File: src/rtl/conv_engine_cu.sv
// Convolution engine control unit with MAC datapath.
// Reads pre-loaded filter and image buffers, computes valid stride-1 2-D
// convolutions (filter outer, row middle, column inner) and streams one
// signed result per output pixel over a valid/ready port.
// Optional build macro: RELU_EN clamps negative results to zero.
//
// state   | meaning
// --------+-----------------------------------------------------------
// S_IDLE  | waiting for start, busy low
// S_INIT  | one cycle: clear counters/accumulator, issue tap-0 address
// S_MAC   | KK+1 cycles: issue tap addresses, accumulate products
// S_OUT   | result presented, waiting for out_ready handshake
// S_DONE  | one cycle: done pulse, then back to idle

module conv_engine_cu #(
   parameter int IMG_SIZE    = 16,
   parameter int FILT_SIZE   = 2,
   parameter int NUM_FILTERS = 4,
   parameter int ACC_W       = 20
) (
   input  logic             clk,
   input  logic             rst,
   input  logic             start,
   output logic [7:0]       filt_rd_adr,
   input  logic [7:0]       filt_rd_data,
   output logic [15:0]      img_rd_adr,
   input  logic [7:0]       img_rd_data,
   output logic             out_valid,
   input  logic             out_ready,
   output logic [ACC_W-1:0] out_data,
   output logic [7:0]       out_filter,
   output logic [7:0]       out_row,
   output logic [7:0]       out_col,
   output logic             busy,
   output logic             done
);

   localparam int KK       = FILT_SIZE * FILT_SIZE;
   localparam int OUT_SIZE = IMG_SIZE - FILT_SIZE + 1;
   localparam int TW       = $clog2(KK + 1);

   localparam logic [TW-1:0] T_LAST_ADR = TW'(KK - 1);
   localparam logic [TW-1:0] T_END      = TW'(KK);
   localparam logic [7:0]    C_MAX      = 8'(OUT_SIZE - 1);
   localparam logic [7:0]    F_MAX      = 8'(NUM_FILTERS - 1);
   localparam logic [7:0]    K_MAX      = 8'(FILT_SIZE - 1);

   typedef enum logic [2:0] {S_IDLE, S_INIT, S_MAC, S_OUT, S_DONE} state_t;

   state_t                  state;
   logic [7:0]              f, r, c;
   logic [TW-1:0]           t;
   logic [7:0]              ar, ac;
   logic signed [ACC_W-1:0] acc;

   logic                    c_last, r_last, last;
   logic [7:0]              c_n, r_n, f_n;
   logic [7:0]              ar_n, ac_n;
   logic signed [16:0]      prod;
   logic signed [ACC_W-1:0] acc_sum;
   logic [ACC_W-1:0]        res;

   function automatic logic [7:0] filt_adr_of(input logic [7:0] fi, input logic [7:0] tr,
                                              input logic [7:0] tc);
      return fi * 8'(KK) + tr * 8'(FILT_SIZE) + tc;
   endfunction

   function automatic logic [15:0] img_adr_of(input logic [7:0] ri, input logic [7:0] ci,
                                              input logic [7:0] tr, input logic [7:0] tc);
      return ({8'd0, ri} + {8'd0, tr}) * 16'(IMG_SIZE) + {8'd0, ci} + {8'd0, tc};
   endfunction

   // Next output position, next tap position, and the MAC datapath.
   always_comb begin
      c_last  = (c == C_MAX);
      r_last  = (r == C_MAX);
      last    = c_last && r_last && (f == F_MAX);
      c_n     = c_last ? 8'd0 : c + 8'd1;
      r_n     = c_last ? (r_last ? 8'd0 : r + 8'd1) : r;
      f_n     = (c_last && r_last) ? f + 8'd1 : f;
      ac_n    = (ac == K_MAX) ? 8'd0 : ac + 8'd1;
      ar_n    = (ac == K_MAX) ? ar + 8'd1 : ar;
      // weight is signed, pixel is zero-extended; the 17-bit product cannot overflow
      prod    = $signed({{9{filt_rd_data[7]}}, filt_rd_data}) * $signed({9'd0, img_rd_data});
      acc_sum = acc + {{(ACC_W-17){prod[16]}}, prod};
`ifdef RELU_EN
      res     = acc_sum[ACC_W-1] ? '0 : acc_sum;
`else
      res     = acc_sum;
`endif
   end

   // Sequencer: state, counters, accumulator and all registered outputs.
   always_ff @(posedge clk or posedge rst) begin
      if (rst) begin
         state       <= S_IDLE;
         f           <= '0;
         r           <= '0;
         c           <= '0;
         t           <= '0;
         ar          <= '0;
         ac          <= '0;
         acc         <= '0;
         filt_rd_adr <= '0;
         img_rd_adr  <= '0;
         out_valid   <= 1'b0;
         out_data    <= '0;
         out_filter  <= '0;
         out_row     <= '0;
         out_col     <= '0;
         busy        <= 1'b0;
         done        <= 1'b0;
      end else begin
         case (state)
            S_IDLE: begin
               done <= 1'b0;
               if (start) begin
                  busy  <= 1'b1;
                  state <= S_INIT;
               end
            end
            S_INIT: begin
               f           <= '0;
               r           <= '0;
               c           <= '0;
               t           <= '0;
               ar          <= '0;
               ac          <= '0;
               acc         <= '0;
               filt_rd_adr <= filt_adr_of(8'd0, 8'd0, 8'd0);
               img_rd_adr  <= img_adr_of(8'd0, 8'd0, 8'd0, 8'd0);
               state       <= S_MAC;
            end
            S_MAC: begin
               t <= t + TW'(1);
               // read data lags the address by one cycle, so cycle 0 has nothing to add
               if (t != '0) acc <= acc_sum;
               if (t < T_LAST_ADR) begin
                  ar          <= ar_n;
                  ac          <= ac_n;
                  filt_rd_adr <= filt_adr_of(f, ar_n, ac_n);
                  img_rd_adr  <= img_adr_of(r, c, ar_n, ac_n);
               end
               if (t == T_END) begin
                  out_data   <= res;
                  out_filter <= f;
                  out_row    <= r;
                  out_col    <= c;
                  out_valid  <= 1'b1;
                  state      <= S_OUT;
               end
            end
            S_OUT: begin
               if (out_ready) begin
                  out_valid <= 1'b0;
                  if (last) begin
                     done  <= 1'b1;
                     state <= S_DONE;
                  end else begin
                     f           <= f_n;
                     r           <= r_n;
                     c           <= c_n;
                     t           <= '0;
                     ar          <= '0;
                     ac          <= '0;
                     acc         <= '0;
                     filt_rd_adr <= filt_adr_of(f_n, 8'd0, 8'd0);
                     img_rd_adr  <= img_adr_of(r_n, c_n, 8'd0, 8'd0);
                     state       <= S_MAC;
                  end
               end
            end
            S_DONE: begin
               done  <= 1'b0;
               busy  <= 1'b0;
               state <= S_IDLE;
            end
            default: state <= S_IDLE;
         endcase
      end
   end

endmodule

File: config.mk
export PLATFORM = sky130hd
export DESIGN_NAME = conv_engine_cu
export DESIGN_NICKNAME = d
export VERILOG_FILES = /design/src/rtl/conv_engine_cu.sv
export SDC_FILE = /design/constraint.sdc
export NUM_CORES = 1
export LEC_CHECK = 0
export BUFFER_PORTS_ARGS = -buffer_cell sky130_fd_sc_hd__buf_2
export CAP_MARGIN = 40
export CORE_MARGIN = 1
export CORE_UTILIZATION = 66
export CTS_CLUSTER_SIZE = 25
export DETAILED_ROUTE_END_ITERATION = 6
export PLACE_DENSITY = 0.94
export SYNTH_ARGS = -nofsm -noshare
export SYNTH_HDL_FRONTEND = slang
export SYNTH_SLANG_ARGS = --single-unit
File: constraint.sdc
create_clock -name clk -period 10.7 [get_ports clk]
set_input_delay 0.535 -clock clk [delete_from_list [all_inputs] [get_ports clk]]
set_output_delay 0.535 -clock clk [all_outputs]
set_load 0.1 [all_outputs]
==> run metrics, run 1 <==
status=complete, no violations; Final #Nets=1,438; cts hold-fix bufs=0; drt wl/cell=about 19 um; first-pass GRT wire length=44,700 um; site row count=46; die width=between 100 and 150 um; Layout Cells excl Fill=about 1,500; antenna viol nets, final=0; GRT Total Usage=a little over a third; die height=around 130 um; max-cap viol count=0; clock transition at the registers of the reported paths=approximately 0.060 ns; port bufs=~90; Setup Skew=roughly 0.010 ns; Hold Path Class=input port to asynchronous set/reset pin; drt drc=0; clk buf depth=2; CTS tree=built; XOR/XNOR share of the synthesized area=under 10%; critical path class=input port to register; CP Max Fanout=8; setup TNS=0 ns; die area=0.0166 mm2; # diodes=0; vias per cell=6.26; sequential fraction of the synthesis area=31.7%; vias in the first global route=~9,000; final instance area=between 0.01 and 0.015 mm2; Tmin final=6.54 ns; Simple-Gate Fraction of Synth Area=18.1%; number of synthesized register bits=~140; io pins=between 90 and 100; Power Density=337 mW/mm2; placed cell areas=0.0113 mm2; Worst path depth=25; Crit path required time=11.03 ns; Core Area=between 0.015 and 0.02 mm2; worst skew pair latency=approximately 0.44 ns; fin. max-slew vios=0; RSZ-0062 raised after global routing=no; Synth Area in Compound Gates=14.5%; mapped cell area=~0.011 mm2; Rel. slew slack=34.7%; Main synth FF type=dfrtp_1; worst slack, placed=around 3.8 ns; R2R cell count=22; clock tree sinks=around 140; Worst Setup End Kind=register; Worst path max stage delay=between 0.5 and 0.6 ns; Setup WS post-layout=a little over 4 ns; crit share post-route=about three fifths; gr ovfl total=0; Fin. Hold Viols=0; worst hold slack=~0.19 ns; share of layout cells above drive strength 1=about an eighth; fmax=approximately 150 MHz; first-pass detailed-route iteration total=5; synthesized instance count=roughly 1,200; placed cell count=1,460; mux cell area share after synthesis=0.940%; Routed Wire Length=~28,000 um; Pleak=6.12 nW; family with the most delay on the worst path=adder cells; final setup fails=0; Cell variety after synth=between 70 and 80; Initial Util=67.2%; largest family of logic cells by synthesized area=adder cells; critical path's slowest cell=fa_1; pin count of the biggest net entering global routing=69; Worst-Margin Slew=a little under 1 ns; initial antenna violation count=1; initial DRC count=960; Max H-tree Level=4; Setup Buffers After CTS=0; CTS Buf Count=17; Syn-to-layout area delta=11.8%; Critical Path Start Type=input port; # resized after CTS=0; Post-DP HPWL=20,300 um; number of synthesized flops with an enable pin=0; global placer's final weighted congestion=a little over 0.9; VDD IR-drop max=327 uV; Synth Area in Adders=a little over a fifth; warnings from Yosys=0; fraction of registers with async set/reset=between 90% and 100%; Root Driver=clkbuf_16; utilization after layout=75.2%; cell mode on critical path=fa_1; Power Total=4.01 mW; top flop regs=acc (20), out_data (20), img_rd_adr (14); number of buffers and inverters on the critical path=4; Mean Syn Cell Area=around 9.0 um2; vias=between 9,000 and 10,000; WP data arrival=6.87 ns
-- cell usage in the layout, fill, tap and decap left out, types with 5 or more instances in the layout --
cell       instances
a31oi_1            7
nor3_1            17
buf_4              6
ha_1             104
clkbuf_16         17
inv_1            115
o21ai_1            7
mux2_2             6
xor2_1            38
o31ai_1           14
a21o_1            17
and3_1            10
and2_1            45
a21oi_1           46
nand3_1           28
nand4_1           10
nor2b_1            7
o21a_1             8
nand2b_1          13
o41ai_1            6
xnor2_1           46
nor2_1            58
o21ai_0           76
nor4_1             5
a22o_1            25
fa_1              51
o2111ai_1          6
buf_2             88
dfrtp_1          135
nand2_1          189
-- logic make-up after synthesis --
family	after synthesis
fa+ha+maj	155
xor+xnor	86
mux	8
buf+inv	155
simple gates	405
compound gates	238
flops	135
other cells	1
-- final cells by class --
cell class                      instances  area (um2)
Tap cell                              216         270
Clock buffer                           21         460
Inverter                              118         448
Sequential cell                       135        3380
Fill cell                             996        3930
Clock inverter                         10         121
Multi-Input combinational cell        894        6680
Timing Repair Buffer                   97         541
-- final timing paths --
path	to	from	slack [ns]
hold reg to reg	filt_rd_adr[4]	filt_rd_adr[4]	0.47
max in group asynchronous	busy	rst	9.39
hold / removal	out_data[3]	rst	0.19
setup reg to reg	img_rd_adr[11]	ac[1]	5.34
setup / recovery	out_data[19]	img_rd_data[0]	4.16
min in group clk	state[0]	start	0.39
-- cells in the mapped netlist (all sizes together), types with 13 or more instances --
master	number	area, um2
nand2	190	716
dfrtp	135	3380
inv	117	439
ha	104	1300
o21ai	84	424
nor2	59	221
fa	51	1020
a21oi	46	230
and2	46	290
xnor2	46	403
xor2	39	349
nand3	29	145
clkbuf	28	105
a22o	25	219
nor3	18	95.1
a21o	17	128
o31ai	15	118
nand2b	13	81.3
-- per-layer routing --
layer	part of all wire, %	track usage (%)	up-vias
met5	0	0	-
met2	49	58.0	544
met4	3.5	14.9	0
li1	-	-	4165
met3	9.5	8.11	120
met1	38	44.1	4508
-- power breakdown --
part / switching (mW) / total, mW / internal (mW)
Combinational: 1.76 / 2.61 / 0.849
Sequential: 0.135 / 0.809 / 0.674
Clock: 0.237 / 0.593 / 0.355
Power figures use the tool's default switching activity.
==> run 2, diff against run 1 <==
--- a/config.mk
+++ b/config.mk
@@ -8,10 +8,10 @@
 export BUFFER_PORTS_ARGS = -buffer_cell sky130_fd_sc_hd__buf_2
 export CAP_MARGIN = 40
 export CORE_MARGIN = 1
-export CORE_UTILIZATION = 66
+export CORE_UTILIZATION = 56
 export CTS_CLUSTER_SIZE = 25
 export DETAILED_ROUTE_END_ITERATION = 6
-export PLACE_DENSITY = 0.94
+export PLACE_DENSITY = 0.86
 export SYNTH_ARGS = -nofsm -noshare
 export SYNTH_HDL_FRONTEND = slang
 export SYNTH_SLANG_ARGS = --single-unit
==> constraint.sdc (replaced) <==
create_clock -name clk -period 5.92 [get_ports clk]
set_input_delay 0.296 -clock clk [delete_from_list [all_inputs] [get_ports clk]]
set_output_delay 0.296 -clock clk [all_outputs]
set_load 0.1 [all_outputs]
==> run metrics, run 2 (synthesis results as in run 1) <==
Hold Path Class=input port to register (was input port to asynchronous set/reset pin); critical path capture point=out_data[19] (unchanged); initial DRC count=787 (was 960); R2R cell count=23 (was 22); die width=140 um (was 129 um); cell mode on critical path=fa_1 (unchanged); final setup fails=0 (unchanged); CTS Buf Count=17 (unchanged); commonest non-fill, non-tap cell in the layout=nand2_1 (unchanged); critical path class=input port to register (unchanged); port bufs=88 (unchanged); placed cell areas=0.0116 mm2 (was 0.0113 mm2); crit share post-route=a little over nine tenths; RR Startpoint=ac[1] (unchanged); vias=9,244 (was 9,337); Syn-to-layout area delta=15.6% (was 11.8%); top flop regs=acc (20), out_data (20), img_rd_adr (14) (unchanged); vias per cell=5.98 (was 6.26); FILL cells=1,384 (was 996); Pleak=6.33 nW (was 6.12 nW); number of buffers and inverters on the critical path=4 (unchanged); Critical R2R Capture=img_rd_adr[11] (unchanged); clk buf depth=2 (unchanged); Setup WS post-layout=0.181 ns (was 4.16 ns); CP Max Fanout=3 (was 8); area of the multi-input gates=0.00674 mm2 (was 0.00668 mm2); io pins=91 (unchanged); clock tree sinks=135 (unchanged); Worst path depth=25 (unchanged); critical path's slowest cell=fa_1 (unchanged); max-cap viol count=0 (unchanged); global placer's final weighted congestion=0.913 (was 0.918); fin. max-slew vios=0 (unchanged); Tmin final=between 5 and 6 ns; crit path from=img_rd_data[0] (unchanged); Seq. cell area=0.00338 mm2 (unchanged); Worst-Margin Slew=1.01 ns (was 0.975 ns); first-pass detailed-route iteration total=7 (was 5); most frequent cells in the layout=nand2_1 (189), dfrtp_1 (135), inv_1 (114) (was nand2_1 (189), dfrtp_1 (135), inv_1 (115)); vias in the first global route=9,356 (was 9,223); worst skew pair latency=0.43 ns (was 0.44 ns); Rel. slew slack=32.6% (was 34.7%); gr ovfl total=0 (unchanged); Routed Wire Length=27,500 um (was 27,800 um); Power Total=7.50 mW (was 4.01 mW); initial antenna violation count=0 (was 1); fmax=roughly 170 MHz; Critical Path Start Type=input port (unchanged); share of layout cells above drive strength 1=15.3% (was 12.1%); Worst path max stage delay=0.55 ns (was 0.56 ns); die height=140 um (was 129 um); WP data arrival=6.06 ns (was 6.87 ns); die area=0.0196 mm2 (was 0.0166 mm2); # diodes=0 (unchanged); Initial Util=57.1% (was 67.2%); CTS tree=built (unchanged); first-pass GRT wire length=45,700 um (was 44,700 um); Core Area=0.0186 mm2 (was 0.0158 mm2); final instance area=0.0123 mm2 (was 0.0119 mm2); Final #Nets=1,473 (was 1,438); site row count=50 (was 46); VDD IR-drop max=513 uV (was 327 uV); clock transition at the registers of the reported paths=0.06 ns (about the same); pin count of the biggest net entering global routing=68 (was 69); status=complete, no violations (unchanged); drt drc=0 (unchanged); drt wl/cell=17.8 um (was 18.7 um); Root Driver=clkbuf_16 (unchanged); Post-DP HPWL=20,100 um (was 20,300 um); Worst Setup End Kind=register (unchanged); Reg2Reg Setup Slack=0.73 ns (was 5.34 ns); GRT Total Usage=29.5% (was 35.0%); utilization after layout=66.0% (was 75.2%); Setup Skew=0.00931 ns (was 0.0105 ns); antenna viol nets, final=0 (unchanged); Power Density=610 mW/mm2 (was 337 mW/mm2); Crit path required time=6.24 ns (was 11.03 ns); family with the most delay on the worst path=adder cells (unchanged); worst slack, placed=-0.273 ns (was 3.77 ns); Max H-tree Level=4 (unchanged); Fin. Hold Viols=0 (unchanged)
==> run 2: cell count changes in the layout (fill, tap and decap cells not counted), sizes merged <==
cell / change
buf: +33
bufinv: +1
clkinvlp: +1
clkinv: -2
clkbuf: +3
dlygate4sd3: +1
inv: -1
==> run 2: worst reg2reg max path, cell delays in order (launching register included) <==
cell      delay [ns]
dfrtp_1         0.41
inv_1           0.10
ha_1            0.15
or4b_1          0.44
nor4_1          0.24
buf_4           0.26
mux2i_1         0.22
buf_4           0.18
inv_1           0.05
ha_1            0.26
a21o_1          0.19
a21oi_1         0.18
xor2_1          0.11
fa_1            0.50
inv_1           0.06
ha_1            0.37
o21a_1          0.14
o21ai_0         0.06
nand2b_1        0.09
o21ai_0         0.13
nor4_1          0.44
xnor2_1         0.19
a221oi_2        0.24
nor2_1          0.06
==> run 2: cell type report <==
cell class / instances / share of cell area (%)
multi-input combinational: 894 / 54.8
inverter: 118 / 3.64
clock buffer: 23 / 3.97
tap: 234 / 2.38
sequential: 135 / 27.5
timing repair buffer: 132 / 6.63
clock inverter: 9 / 1.14
==> run 2: worst min path at each step <==
stage                          from         end  cells after the start
after floorplan           out_ready    state[2]                      2
after global placement          rst  out_row[7]                      2
after detailed placement        rst  out_row[7]                      2
after CTS                 out_ready    state[2]                      3
after global routing      out_ready   out_valid                      4
final                         start    state[0]                      3
==> run 2: metrics by stage <==
step / setup TNS (ns) / hold slack, ns / cells
CTS: 0 / 0.186 / 1544
global placement: -0.192 / 0.418 / 1509
finish: 0 / 0.193 / 1545
global route: -0.0216 / 0.208 / 1545
floorplan: 0 / 0.453 / 1184
detailed placement: -0.956 / 0.426 / 1511
==> run 2: routing by layer <==
layer	part of all wire, %	GRT usage (%)	wire (um)
met2	48	47.5	13300
met1	41	39.2	11400
met4	2.3	10.5	622
met3	8.2	6.30	2250
met5	0	0	0
==> run 2: power breakdown <==
| part | total [mW] | internal [mW] | switching (mW) | leakage (nW) |
|---|---|---|---|---|
| Clock | 1.12 | 0.710 | 0.413 | 0.300 |
| Combinational | 4.92 | 1.67 | 3.25 | 4.26 |
| Sequential | 1.45 | 1.22 | 0.236 | 1.77 |
==> run 2: repair_timing <==
| action | CTS | global route |
|---|---|---|
| hold endpoints to repair | 66 | 0 |
| resized for setup | 0 | 15 |
| hold buffers | 1 | 0 |
| endpoints found under the setup margin | 0 | 4 |
| setup buffers | 0 | 1 |
==> run 3, diff against run 2 <==
--- a/config.mk
+++ b/config.mk
@@ -6,12 +6,12 @@
 export NUM_CORES = 1
 export LEC_CHECK = 0
 export BUFFER_PORTS_ARGS = -buffer_cell sky130_fd_sc_hd__buf_2
-export CAP_MARGIN = 40
 export CORE_MARGIN = 1
 export CORE_UTILIZATION = 56
 export CTS_CLUSTER_SIZE = 25
 export DETAILED_ROUTE_END_ITERATION = 6
 export PLACE_DENSITY = 0.86
+export RECOVER_POWER = 100
 export SYNTH_ARGS = -nofsm -noshare
 export SYNTH_HDL_FRONTEND = slang
 export SYNTH_SLANG_ARGS = --single-unit
==> run metrics, run 3 (synthesis results as in run 1) <==
status=finished, violations left (was complete, no violations); failing checks=max-capacitance violations, max-slew violations; clock transition at the registers of the reported paths=0.07 ns (was 0.06 ns); most frequent cells in the layout=nand2_1 (189), dfrtp_1 (135), inv_1 (114) (unchanged); Root Driver=clkbuf_16 (unchanged); M2 GR Usage=46.6% (was 47.5%); Tmin final=5.73 ns (was 5.74 ns); VDD IR-drop max=516 uV (was 513 uV); Syn-to-layout area delta=13.7% (was 15.6%); io pins=91 (unchanged); global placer's final weighted congestion=0.913 (unchanged); Critical R2R Capture=img_rd_adr[11] (unchanged); Rel. slew slack=-96.5% (was 32.6%); first-pass GRT wire length=45,100 um (was 45,700 um); cell mode on critical path=fa_1 (unchanged); critical path class=input port to register (unchanged); Worst path max stage delay=0.55 ns (about the same); Hold Path Class=input port to register (unchanged); RR Startpoint=ac[1] (unchanged); global-route track usage on met1=38.6% (was 39.2%); commonest non-fill, non-tap cell in the layout=nand2_1 (unchanged); CTS tree=built (unchanged); family with the most delay on the worst path=adder cells (unchanged); CP Max Fanout=3 (unchanged); die width=140 um (unchanged); drt wl/cell=17.6 um (was 17.8 um); Reg2Reg Setup Slack=0.65 ns (was 0.73 ns); R2R cell count=23 (unchanged); Power Density=609 mW/mm2 (was 610 mW/mm2); placed cell areas=0.0116 mm2 (about the same); drt drc=0 (unchanged); Fin. Hold Viols=0 (unchanged); Post-DP HPWL=19,900 um (was 20,100 um); crit share post-route=96.9% (about the same); Routed Wire Length=27,100 um (was 27,500 um); critical path capture point=out_data[19] (unchanged); gr busiest metal=met2 (unchanged); CTS Buf Count=17 (unchanged); initial DRC count=782 (was 787); FILL cells=1,474 (was 1,384); initial antenna violation count=0 (unchanged); first-pass detailed-route iteration total=5 (was 7); Crit path required time=6.24 ns (about the same); gr ovfl total=0 (unchanged); top flop regs=acc (20), out_data (20), img_rd_adr (14) (unchanged); pin count of the biggest net entering global routing=70 (was 68); Worst path depth=25 (unchanged); Core Area=0.0186 mm2 (unchanged); Final #Nets=1,471 (was 1,473); Setup Skew=0.0131 ns (was 0.00931 ns); fmax=174 MHz (about the same); number of buffers and inverters on the critical path=4 (unchanged); met3 Use GR=6.26% (was 6.30%); crit path from=img_rd_data[0] (unchanged); Max H-tree Level=4 (unchanged); port bufs=88 (unchanged); antenna viol nets, final=0 (unchanged); fin. max-slew vios=229 (was 0); vias in the first global route=9,302 (was 9,356); # diodes=0 (unchanged); final instance area=0.0121 mm2 (was 0.0123 mm2); final setup fails=0 (unchanged); site row count=50 (unchanged); die area=0.0196 mm2 (unchanged); worst skew pair latency=0.44 ns (was 0.43 ns); Worst Setup End Kind=register (unchanged); die height=140 um (unchanged); WP data arrival=6.06 ns (about the same); max-cap viol count=4 (was 0); Critical Path Start Type=input port (unchanged); Initial Util=57.1% (unchanged); clk buf depth=2 (unchanged); Pleak=6.01 nW (was 6.33 nW); Worst-Margin Slew=2.93 ns (was 1.01 ns); vias=9,165 (was 9,244); critical path's slowest cell=fa_1 (unchanged); vias per cell=5.94 (was 5.98); GRT Total Usage=29.0% (was 29.5%); clock tree sinks=135 (unchanged); Setup WS post-layout=0.186 ns (was 0.181 ns); worst slack, placed=-0.266 ns (was -0.273 ns); share of layout cells above drive strength 1=9.56% (was 15.3%)
[run 3: cell type report]
class	count	area (um2)	area share (%)
tap	234	293	2.42
sequential	135	3380	27.9
clock buffer	21	480	3.97
clock inverter	10	120	0.992
inverter	118	444	3.67
multi-input combinational	894	6730	55.6
timing repair buffer	130	658	5.44
[run 3: worst min-delay path, stage by stage]
cell and delay [ns]:
buf_2 0.11, a22oi_1 0.08, nor2_1 0.08
[run 3: worst min-delay path by stage]
stage	start	to	slack, ns	cells past startpoint
2_1_floorplan	out_ready	state[2]	0.45	2
3_3_place_gp	rst	out_row[7]	0.42	2
3_5_place_dp	rst	out_filter[5]	0.42	2
4_1_cts	start	state[0]	0.18	3
5_1_grt	start	state[0]	0.20	3
6_report	start	state[0]	0.17	3
[run 3: where the power goes]
group | switching, mW | internal [mW] | total (mW) | leakage [nW]
Combinational | 3.22 | 1.60 | 4.83 | 3.96
Clock | 0.420 | 0.663 | 1.08 | 0.280
Sequential | 0.237 | 1.22 | 1.46 | 1.77
[run 3: metal layers]
metal  wire length (um)  vias up
met5                  0        -
met4                657        0
met3               2260       70
met2              12900      400
met1              11300     4461
li1                   -     4234
[run 3: what timing repair did]
action                                  4_1_cts  5_1_grt
endpoints found under the hold margin        66        0
endpoints found under the setup margin        0        4
hold buffers                                  1        0
resized for setup                             0       14
setup buffers                                 0        1
[run 3: through the flow]
| stage | TNS (ns) | utilization [%] | std cells | power [mW] | hold WS, ns |
|---|---|---|---|---|---|
| 2_1_floorplan | 0 | - | 1184 | 5.07 | 0.453 |
| 3_3_place_gp | -0.192 | 62.0 | 1509 | 6.00 | 0.418 |
| 3_5_place_dp | -0.958 | 62.0 | 1509 | 6.15 | 0.422 |
| 4_1_cts | 0 | 65.3 | 1541 | 7.31 | 0.183 |
| 5_1_grt | -0.0174 | 64.9 | 1542 | 7.88 | 0.197 |
| 6_report | 0 | 64.9 | 1542 | 7.37 | 0.174 |
